### config.mk
export PLATFORM = sky130hd
export DESIGN_NAME = wb_burst_initiator_flat
export DESIGN_NICKNAME = d
export VERILOG_FILES = /design/src/rtl/wb_burst_pkg.sv /design/src/rtl/wb_burst_initiator_if.sv /design/src/rtl/wb_burst_initiator.sv /design/src/flat_wrapper.sv
export SDC_FILE = /design/constraint.sdc
export NUM_CORES = 1
export LEC_CHECK = 0
export CORE_ASPECT_RATIO = 1.25
export CORE_MARGIN = 3
export CORE_UTILIZATION = 36
export CTS_CLUSTER_DIAMETER = 200
export DETAILED_ROUTE_END_ITERATION = 12
export PLACE_DENSITY = 0.78
export SYNTH_ARGS = -nofsm -noshare
export SYNTH_HDL_FRONTEND = slang
export SYNTH_SLANG_ARGS = --single-unit
export TNS_END_PERCENT = 30
### constraint.sdc
create_clock -name wb_clk -period 2.1 [get_ports wb_clk]
set_clock_uncertainty 0.2 [all_clocks]
set_input_delay 0.42 -clock wb_clk [delete_from_list [all_inputs] [get_ports wb_clk]]
set_output_delay 0.42 -clock wb_clk [all_outputs]
set_load 0.02 [all_outputs]
### src/rtl/wb_burst_pkg.sv
// Shared encodings for the Wishbone B3 burst initiator: FSM states, CTI/BTE codes, select mask.
package wb_burst_pkg;

   typedef enum logic [1:0] {
      ST_IDLE  = 2'd0,
      ST_BURST = 2'd1,
      ST_RETRY = 2'd2,
      ST_DONE  = 2'd3
   } state_e;

   localparam logic [2:0] CTI_CLASSIC = 3'b000;
   localparam logic [2:0] CTI_INCR    = 3'b010;
   localparam logic [2:0] CTI_EOB     = 3'b111;

   localparam logic [1:0] BTE_LINEAR  = 2'b00;
   localparam logic [3:0] SEL_WORD    = 4'hF;

   // Byte address to word address; the two low bits never reach the bus.
   function automatic logic [31:0] word_align(input logic [31:0] adr);
      return adr & 32'hFFFF_FFFC;
   endfunction

endpackage

### src/rtl/wb_burst_initiator_if.sv
// Command, write/read streams and Wishbone B3 master bus of the burst initiator.
interface wb_burst_initiator_if #(
   parameter int unsigned LW = 4
);
   logic          cmd_valid;
   logic          cmd_ready;
   logic [31:0]   cmd_adr;
   logic [LW-1:0] cmd_len;
   logic          cmd_we;

   logic          wr_valid;
   logic          wr_ready;
   logic [31:0]   wr_data;

   logic          rd_valid;
   logic [31:0]   rd_data;
   logic          rd_last;

   logic          done;
   logic          done_err;

   logic [31:0]   wbm_adr_o;
   logic [31:0]   wbm_dat_o;
   logic [3:0]    wbm_sel_o;
   logic          wbm_we_o;
   logic          wbm_cyc_o;
   logic          wbm_stb_o;
   logic [2:0]    wbm_cti_o;
   logic [1:0]    wbm_bte_o;
   logic [31:0]   wbm_dat_i;
   logic          wbm_ack_i;
   logic          wbm_err_i;
   logic          wbm_rty_i;

   modport master (
      input  cmd_valid, cmd_adr, cmd_len, cmd_we,
      output cmd_ready,
      input  wr_valid, wr_data,
      output wr_ready,
      output rd_valid, rd_data, rd_last,
      output done, done_err,
      output wbm_adr_o, wbm_dat_o, wbm_sel_o, wbm_we_o,
      output wbm_cyc_o, wbm_stb_o, wbm_cti_o, wbm_bte_o,
      input  wbm_dat_i, wbm_ack_i, wbm_err_i, wbm_rty_i
   );

   modport slave (
      output cmd_valid, cmd_adr, cmd_len, cmd_we,
      input  cmd_ready,
      output wr_valid, wr_data,
      input  wr_ready,
      input  rd_valid, rd_data, rd_last,
      input  done, done_err,
      input  wbm_adr_o, wbm_dat_o, wbm_sel_o, wbm_we_o,
      input  wbm_cyc_o, wbm_stb_o, wbm_cti_o, wbm_bte_o,
      output wbm_dat_i, wbm_ack_i, wbm_err_i, wbm_rty_i
   );

endinterface

### src/rtl/wb_burst_initiator.sv
// Wishbone B3 incrementing-burst master: one command -> 1..MAX_BEATS beats, read data one cycle after ack.
// Writes stall on wr_valid (stb drops); reads have no backpressure; err aborts, rty re-presents the beat.
module wb_burst_initiator
   import wb_burst_pkg::*;
#(
   parameter int unsigned MAX_BEATS = 16,
   parameter int unsigned LW        = $clog2(MAX_BEATS)
) (
   input  logic                 wb_clk,
   input  logic                 wb_rst_n,
   wb_burst_initiator_if.master bus
);

   if (MAX_BEATS < 2 || MAX_BEATS > 256 || (MAX_BEATS & (MAX_BEATS - 1)) != 0 ||
       LW != $clog2(MAX_BEATS)) begin : g_param_check
      $error("wb_burst_initiator: MAX_BEATS must be a power of two in 2..256 with LW = clog2(MAX_BEATS)");
   end

   state_e        state_q, state_d;
   logic [31:0]   adr_q, adr_d;
   logic [LW:0]   cnt_q, cnt_d;
   logic          we_q, we_d;
   logic          err_q, err_d;
   logic          rd_valid_q, rd_valid_d;
   logic [31:0]   rd_data_q, rd_data_d;
   logic          rd_last_q, rd_last_d;

   logic          in_burst;
   logic          stb;
   logic          last_beat;
   logic          bus_err;
   logic          bus_rty;
   logic          bus_ack;

   assign in_burst  = (state_q == ST_BURST);
   assign stb       = in_burst && (we_q ? bus.wr_valid : 1'b1);
   assign last_beat = (cnt_q == {{LW{1'b0}}, 1'b1});

   // Responses only count while strobing; err beats rty beats ack.
   assign bus_err = stb & bus.wbm_err_i;
   assign bus_rty = stb & ~bus.wbm_err_i & bus.wbm_rty_i;
   assign bus_ack = stb & ~bus.wbm_err_i & ~bus.wbm_rty_i & bus.wbm_ack_i;

   always_comb begin
      state_d    = state_q;
      adr_d      = adr_q;
      cnt_d      = cnt_q;
      we_d       = we_q;
      err_d      = err_q;
      rd_valid_d = 1'b0;
      rd_data_d  = rd_data_q;
      rd_last_d  = 1'b0;

      case (state_q)
         ST_IDLE: begin
            if (bus.cmd_valid) begin
               adr_d   = word_align(bus.cmd_adr);
               cnt_d   = {1'b0, bus.cmd_len} + {{LW{1'b0}}, 1'b1};
               we_d    = bus.cmd_we;
               err_d   = 1'b0;
               state_d = ST_BURST;
            end
         end
         ST_BURST: begin
            if (bus_err) begin
               err_d   = 1'b1;
               state_d = ST_DONE;
            end else if (bus_rty) begin
               state_d = ST_RETRY;
            end else if (bus_ack) begin
               adr_d = adr_q + 32'd4;
               cnt_d = cnt_q - {{LW{1'b0}}, 1'b1};
               if (!we_q) begin
                  rd_valid_d = 1'b1;
                  rd_data_d  = bus.wbm_dat_i;
                  rd_last_d  = last_beat;
               end
               if (last_beat) begin
                  state_d = ST_DONE;
               end
            end
         end
         ST_RETRY: state_d = ST_BURST;
         ST_DONE:  state_d = ST_IDLE;
         default:  state_d = ST_IDLE;
      endcase
   end

   always_ff @(posedge wb_clk or negedge wb_rst_n) begin
      if (!wb_rst_n) begin
         state_q    <= ST_IDLE;
         adr_q      <= 32'd0;
         cnt_q      <= '0;
         we_q       <= 1'b0;
         err_q      <= 1'b0;
         rd_valid_q <= 1'b0;
         rd_data_q  <= 32'd0;
         rd_last_q  <= 1'b0;
      end else begin
         state_q    <= state_d;
         adr_q      <= adr_d;
         cnt_q      <= cnt_d;
         we_q       <= we_d;
         err_q      <= err_d;
         rd_valid_q <= rd_valid_d;
         rd_data_q  <= rd_data_d;
         rd_last_q  <= rd_last_d;
      end
   end

   assign bus.cmd_ready = (state_q == ST_IDLE);

   assign bus.wbm_cyc_o = in_burst;
   assign bus.wbm_stb_o = stb;
   assign bus.wbm_we_o  = we_q;
   assign bus.wbm_adr_o = adr_q;
   assign bus.wbm_sel_o = SEL_WORD;
   assign bus.wbm_bte_o = BTE_LINEAR;
   assign bus.wbm_cti_o = in_burst ? (last_beat ? CTI_EOB : CTI_INCR) : CTI_CLASSIC;
   assign bus.wbm_dat_o = bus.wr_data;

   assign bus.wr_ready  = bus_ack & we_q;

   assign bus.rd_valid  = rd_valid_q;
   assign bus.rd_data   = rd_data_q;
   assign bus.rd_last   = rd_last_q;

   assign bus.done      = (state_q == ST_DONE);
   assign bus.done_err  = (state_q == ST_DONE) & err_q;

endmodule
### src/flat_wrapper.sv
// flat-port wrapper written by rule: the top's interface ports become plain ports
module wb_burst_initiator_flat import wb_burst_pkg::*;
#(
   parameter int unsigned MAX_BEATS = 16,
   parameter int unsigned LW        = $clog2(MAX_BEATS)
)
  (wb_clk, wb_rst_n, bus_cmd_valid, bus_cmd_adr, bus_cmd_len, bus_cmd_we, bus_cmd_ready, bus_wr_valid, bus_wr_data, bus_wr_ready, bus_rd_valid, bus_rd_data, bus_rd_last, bus_done, bus_done_err, bus_wbm_adr_o, bus_wbm_dat_o, bus_wbm_sel_o, bus_wbm_we_o, bus_wbm_cyc_o, bus_wbm_stb_o, bus_wbm_cti_o, bus_wbm_bte_o, bus_wbm_dat_i, bus_wbm_ack_i, bus_wbm_err_i, bus_wbm_rty_i);
  wb_burst_initiator_if #(.LW(LW)) bus_i ();
  input  logic wb_clk;
  input  logic wb_rst_n;
  input wire logic [$bits(bus_i.cmd_valid)-1:0] bus_cmd_valid;
  input wire logic [$bits(bus_i.cmd_adr)-1:0] bus_cmd_adr;
  input wire logic [$bits(bus_i.cmd_len)-1:0] bus_cmd_len;
  input wire logic [$bits(bus_i.cmd_we)-1:0] bus_cmd_we;
  output wire logic [$bits(bus_i.cmd_ready)-1:0] bus_cmd_ready;
  input wire logic [$bits(bus_i.wr_valid)-1:0] bus_wr_valid;
  input wire logic [$bits(bus_i.wr_data)-1:0] bus_wr_data;
  output wire logic [$bits(bus_i.wr_ready)-1:0] bus_wr_ready;
  output wire logic [$bits(bus_i.rd_valid)-1:0] bus_rd_valid;
  output wire logic [$bits(bus_i.rd_data)-1:0] bus_rd_data;
  output wire logic [$bits(bus_i.rd_last)-1:0] bus_rd_last;
  output wire logic [$bits(bus_i.done)-1:0] bus_done;
  output wire logic [$bits(bus_i.done_err)-1:0] bus_done_err;
  output wire logic [$bits(bus_i.wbm_adr_o)-1:0] bus_wbm_adr_o;
  output wire logic [$bits(bus_i.wbm_dat_o)-1:0] bus_wbm_dat_o;
  output wire logic [$bits(bus_i.wbm_sel_o)-1:0] bus_wbm_sel_o;
  output wire logic [$bits(bus_i.wbm_we_o)-1:0] bus_wbm_we_o;
  output wire logic [$bits(bus_i.wbm_cyc_o)-1:0] bus_wbm_cyc_o;
  output wire logic [$bits(bus_i.wbm_stb_o)-1:0] bus_wbm_stb_o;
  output wire logic [$bits(bus_i.wbm_cti_o)-1:0] bus_wbm_cti_o;
  output wire logic [$bits(bus_i.wbm_bte_o)-1:0] bus_wbm_bte_o;
  input wire logic [$bits(bus_i.wbm_dat_i)-1:0] bus_wbm_dat_i;
  input wire logic [$bits(bus_i.wbm_ack_i)-1:0] bus_wbm_ack_i;
  input wire logic [$bits(bus_i.wbm_err_i)-1:0] bus_wbm_err_i;
  input wire logic [$bits(bus_i.wbm_rty_i)-1:0] bus_wbm_rty_i;
  assign bus_i.cmd_valid = bus_cmd_valid;
  assign bus_i.cmd_adr = bus_cmd_adr;
  assign bus_i.cmd_len = bus_cmd_len;
  assign bus_i.cmd_we = bus_cmd_we;
  assign bus_cmd_ready = bus_i.cmd_ready;
  assign bus_i.wr_valid = bus_wr_valid;
  assign bus_i.wr_data = bus_wr_data;
  assign bus_wr_ready = bus_i.wr_ready;
  assign bus_rd_valid = bus_i.rd_valid;
  assign bus_rd_data = bus_i.rd_data;
  assign bus_rd_last = bus_i.rd_last;
  assign bus_done = bus_i.done;
  assign bus_done_err = bus_i.done_err;
  assign bus_wbm_adr_o = bus_i.wbm_adr_o;
  assign bus_wbm_dat_o = bus_i.wbm_dat_o;
  assign bus_wbm_sel_o = bus_i.wbm_sel_o;
  assign bus_wbm_we_o = bus_i.wbm_we_o;
  assign bus_wbm_cyc_o = bus_i.wbm_cyc_o;
  assign bus_wbm_stb_o = bus_i.wbm_stb_o;
  assign bus_wbm_cti_o = bus_i.wbm_cti_o;
  assign bus_wbm_bte_o = bus_i.wbm_bte_o;
  assign bus_i.wbm_dat_i = bus_wbm_dat_i;
  assign bus_i.wbm_ack_i = bus_wbm_ack_i;
  assign bus_i.wbm_err_i = bus_wbm_err_i;
  assign bus_i.wbm_rty_i = bus_wbm_rty_i;
  wb_burst_initiator #(.MAX_BEATS(MAX_BEATS), .LW(LW)) u_core (.wb_clk(wb_clk), .wb_rst_n(wb_rst_n), .bus(bus_i));
endmodule
Yosys cells after proc, flatten, opt, wreduce, memory -nomap -nowiden --
Cells that the tools add are included. Widths: inputs -> output; s select.
Operators by class: equality and inequality tests 11, bitwise logic cells 12, reduce and logical (&&, ||, !) cells 8, muxes and demuxes 32, $add $sub $neg 3
Operator list (count):
- $mux 32 | 4
- $pmux 32 s2 | 1
- $add 32x3->32 const B | 1
- $mux 5 | 4
- $mux 1 | 13
- $mux 2 | 5
- $ne 2x2->1 const B | 5
- $pmux 5 s2 | 1
- $reduce_and 5->1 | 2
- $ne 4x4->1 const B | 2
- $pmux 2 s4 | 1
- $and 1x1->1 | 7
- $mux 3 | 2
- $reduce_and 3->1 | 2
- $add 4x1->5 const B | 1
- $eq 5x1->1 const B | 1
- $not 1->1 | 5
- $sub 5x1->5 const B | 1
- $eq 2x2->1 const B | 2
- $eq 2x1->1 const B | 1
- $logic_not 2->1 | 1
- $pmux 1 s2 | 1
- $reduce_and 2->1 | 1
- $reduce_bool 2->1 | 1
- $logic_and 1x1->1 | 1
Word-level totals: word-level logic and storage cells 74, output and inout port bits 114, register bits after elaboration 75

Logic depth before layout (Yosys ltp) --
word-level depth 9, mapped depth 8

Worst setup path before layout --
No wires, ideal clock.
kind flip-flop to output port, start point register u_core.state_q[1], end point output port bus_wbm_cti_o[1], slack -0.155 ns, stages on the path, launching flop included 7, data arrival time 1.635 ns, path buffers 4, required time 1.480 ns, cells stage by stage dfrtp_1 > nand2b_1 > buf_2 > inv_1 > buf_2 > buf_1 > buf_4
Between the ends: word-level cells in the longest chain between the ends 2
RTL lines:
- from (decl) | RTL line wb_burst_initiator.sv:19 | state_e state_q, state_d;
- from (signal assigned) | RTL line wb_burst_initiator.sv:100 | state_q <= state_d;
- $eq 2x1->1 | RTL line wb_burst_initiator.sv:35 | assign in_burst = (state_q == ST_BURST);
- named net bus_wbm_cyc_o | RTL line flat_wrapper.sv:28 | output wire logic [$bits(bus_i.wbm_cyc_o)-1:0] bus_wbm_cyc_o;
- $mux 3 | RTL line wb_burst_initiator.sv:119 | assign bus.wbm_cti_o = in_burst ? (last_beat ? CTI_EOB : CTI_INCR) : CTI_CLASSIC;
- to (decl) | RTL line flat_wrapper.sv:30 | output wire logic [$bits(bus_i.wbm_cti_o)-1:0] bus_wbm_cti_o;
The timed path passes the listed nets, and every way through them passes these cells.

Worst setup path after layout --
start point input port bus_wbm_rty_i, end point register u_core.adr_q[27] (netlist: u_core.bus.wbm_adr_o[27])
Between the ends: word-level cells in the longest chain between the ends 5, elaborated cells on any way between the ends 7
RTL lines:
- from (decl) | RTL line flat_wrapper.sv:35 | input wire logic [$bits(bus_i.wbm_rty_i)-1:0] bus_wbm_rty_i;
- $not 1->1 | RTL line wb_burst_initiator.sv:42 | assign bus_ack = stb & ~bus.wbm_err_i & ~bus.wbm_rty_i & bus.wbm_ack_i;
- $and 1x1->1 (2 in series) | RTL line wb_burst_initiator.sv:42
- $ne 2x2->1 (no source line)
- $reduce_and 5->1 (no source line) *
- to (signal assigned) | RTL line wb_burst_initiator.sv:101 | adr_q <= adr_d;
- to (decl) | RTL line wb_burst_initiator.sv:20 | logic [31:0] adr_q, adr_d;
Every way passes the cells marked *; elsewhere a longest branch is shown, timed or not. A chain may end at the register's enable or synchronous reset.

==> results by group <==
Run status
  • Status: finished clean

Detailed routing
  • Antenna-violating nets left: 0
  • DR pass1 iterations: 4
  • Routed wire per std cell: between 15 and 20 um
  • Via density: ~5.4
  • DRC viols: 0
  • WL final: 12.7 mm
  • Initial DRC count: 149
  • Vias: 3774

Worst setup path
  • Required @ worst endpoint: 2160 ps
  • R2r setup slk: 50 ps
  • Max FO, Critical Path: 2
  • Worst EP arrival: 2130 ps
  • Setup Crit Path Kind: in2reg
  • Slowest stage delay, CP: 400 ps
  • Cell Chain, Critical Path: clkdlybuf4s15_2 > or3b_4 > buf_4 > o31a_1 > or3_1 > mux2_2 > nand3_1
  • Slowest-stage cell, CP: or3b_4
  • Crit path launch type: input port
  • Element type at the critical path end: flip-flop

Synthesis
  • Most used flip-flop cell after synthesis: dfrtp_1
  • Post-synth top area share: 0.452
  • Compound-gate portion of the synthesized area: 0.157
  • Most numerous cell in the Yosys netlist: dfrtp_1
  • Most area-hungry cell type in the Yosys netlist: dfrtp_1
  • Synth async-reset ratio: 1.00
  • Simple-Gate Fraction of Synth Area: 0.169
  • Cells after Synth: just over 400
  • Netlist Area Pre-Place: 0.00405 sq mm
  • Adder-cell share of the synthesized area: 0.0124
  • EDFF count, synth: 0
  • Synth Area in XOR/XNOR: 0.00433
  • Seq/Total Area, Yosys: 0.452
  • Yosys Warn Count: 0
  • Top cells by area, synth: dfrtp_1 45%, mux2_2 8.9%, buf_4 7.8%, a21oi_1 3.2%, nor2_1 2.9%
  • Post-synth top cells: 73 x dfrtp_1, 42 x buf_4, 32 x mux2_2, 31 x nor2_1
  • Syn avg cell area: 9.79 sq um
  • #FFs+latches synth: 73
  • Main combinational cell family by area after synthesis: simple AND/OR/NAND/NOR gates
  • Multiplexer area fraction after synthesis: 0.0943
  • Count of cell types in the netlist: 53

Clock tree
  • CTS Buffer Depth: 2
  • H-tree depth: 3
  • CTS tree: yes
  • Clk sinks: 73
  • Clock transition at path regs: 50 ps
  • Root buf cell: clkbuf_16
  • Latest clock arrival within the worst-skew pair: 330 ps
  • Number of CTS-inserted buffers: 9

Timing
  • Crit share post-route: 0.988
  • Final Hold Viols: 0
  • Maximum clock frequency: 482 MHz
  • RSZ-0062 raised after global routing: yes
  • Final Max Tran Viols: 0
  • Min cycle time layout: 2070 ps
  • Final setup violating endpoints: 0

Floorplanning
  • Die X: 101 um
  • Row Count: 42
  • Die area: 0.0126 sq mm
  • Core box area: 0.0108 sq mm
  • Ports: 222
  • Die Height: 125 um
  • Initial cell density of the core: 0.375

Placed design
  • Port Buffers: approximately 150
  • HPWL Detailed: about 9.4 mm
  • Post-place instance area: 0.00567 sq mm
  • GP Congestion: 0.855

Final layout
  • Design area: between 0.006 and 0.007 sq mm
  • Layout Utilization: 0.568
  • Share of cells above drive strength 1: 0.217
  • Filler cell count in the final layout: approximately 950
  • Nets: approximately 680
  • Antenna cells: 0
  • Area growth syn-to-layout: 51.3%

Worst hold path
  • Worst Hold Class: in2reg

GRT
  • Vias in the first global route: slightly below 4000
  • All-Layer GR Usage: 0.195
  • Initial antenna violation count: 1
  • Largest net degree at the start of global routing: 51
  • First-pass GRT wire length: just under 20 mm
  • GRT Residual Overflow: 0

Power and ir drop
  • Max IR drop VDD: ~0.00073 V
  • Leak: around 2.6 nW
  • P per Cell Area: approximately 1500 mW/mm^2

Run
  • # Max-Cap Violations: 0
-- placed cells by master (no fill, tap or decap), types with 3 or more instances in the layout --
cell type and count:
inv_1 9, clkdlybuf4s50_1 126, a31oi_1 8, o22ai_1 9
ha_1 3, and2_1 5, clkbuf_16 9, bufinv_16 3
buf_6 5, dlymetal6s2s_1 7, nand2_1 26, dfrtp_1 73
mux2_2 32, nor3_1 3, and3_1 10, o21ai_0 14
a21oi_1 26, conb_1 8, buf_2 6, nor3b_1 5
a22oi_1 4, buf_4 47, or3_1 3, dlygate4sd2_1 3
nand3_1 15, o22a_1 9, a211oi_1 4, a311oi_1 3
nand4_1 11, o211ai_1 3, nor2_1 31
-- path summary, 6_finish.rpt --
check | startpoint | end | cells past startpoint
min | bus_wbm_err_i | u_core.err_q$_DFFE_PN0P_ | 3
min in group asynchronous | wb_rst_n | u_core.bus.wbm_adr_o[4]$_DFFE_PN0P_ | 2
max | bus_wbm_rty_i | u_core.bus.wbm_adr_o[27]$_DFFE_PN0P_ | 7
max reg2reg | u_core.state_q[1]$_DFFE_PN0P_ | u_core.bus.wbm_adr_o[27]$_DFFE_PN0P_ | 7
max in group asynchronous | wb_rst_n | u_core.bus.rd_data[29]$_DFFE_PN0P_ | 3
min reg2reg | u_core.bus.rd_data[20]$_DFFE_PN0P_ | u_core.bus.rd_data[20]$_DFFE_PN0P_ | 1
-- timing repair --
action                                  CTS  global route
endpoints found under the hold margin    23             0
gates resized for setup                  45            19
hold buffers                              1             0
endpoints found under the setup margin   75            75
buffers inserted                          3             5
pin swaps                                 4            10
cloned                                    0             1
-- critical path: cells and delay by family --
kind / cells / cell delay (ps)
AOI/OAI and AO/OA: 1 / 310
buffers and inverters: 2 / 350
and+or+nand+nor: 3 / 790
muxes: 1 / 260
-- power breakdown --
part | leakage (nW) | switching (W) | internal, W
clock | 0.163 | 0.000609 | 0.00116
combinational | 1.60 | 0.00267 | 0.00244
sequential | 0.868 | 0.000511 | 0.00209
total | 2.63 | 0.00379 | 0.00569
-- area by class of cell --
cell class / count / area (sq um) / share of cell area
multi-input combinational: 273 / 1860 / 0.304
sequential: 73 / 1830 / 0.299
timing repair buffer: 201 / 1900 / 0.310
clock inverter: 6 / 115 / 0.0188
tap: 132 / 165 / 0.0270
inverter: 9 / 33.8 / 0.00552
clock buffer: 9 / 225 / 0.0368
-- stage by stage --
stage / setup WS, ps / cells / hold slack [ps] / power (W) / TNS (ps)
floorplan: -44.0 / 419 / -75.6 / 0.00534 / -50.7
global placement: -862 / 679 / 150 / 0.00755 / -26540
detailed placement: -844 / 679 / 153 / 0.00774 / -27830
CTS: -74.1 / 697 / 297 / 0.00950 / -163
global route: -38.8 / 703 / 285 / 0.0101 / -104
finish: 25.3 / 703 / 256 / 0.00948 / 0
-- flip-flops by register name, summed over array words and instances (netlist names) --
name,cells
u_core.bus.rd_data,32
u_core.bus.wbm_adr_o,30
u_core.cnt_q,5
u_core.state_q,2
u_core.bus.rd_last,1
u_core.bus.rd_valid,1
u_core.bus.wbm_we_o,1
u_core.err_q,1
-- cells by family after synthesis --
logic type,after synthesis
flops,73
simple gates,128
xor+xnor,2
compound gates,97
buf+inv,73
fa+ha+maj,4
mux,34
other cells,2
-- per-layer routing --
layer / wire length [um] / global-route usage / up-vias
li1: - / - / 1755
met1: 4930 / 0.227 / 1811
met2: 6240 / 0.338 / 166
met3: 1130 / 0.0510 / 40
met4: 346 / 0.0730 / 2
met5: 13 / 0 / -
No activity file was read; power rests on OpenSTA's default activity.
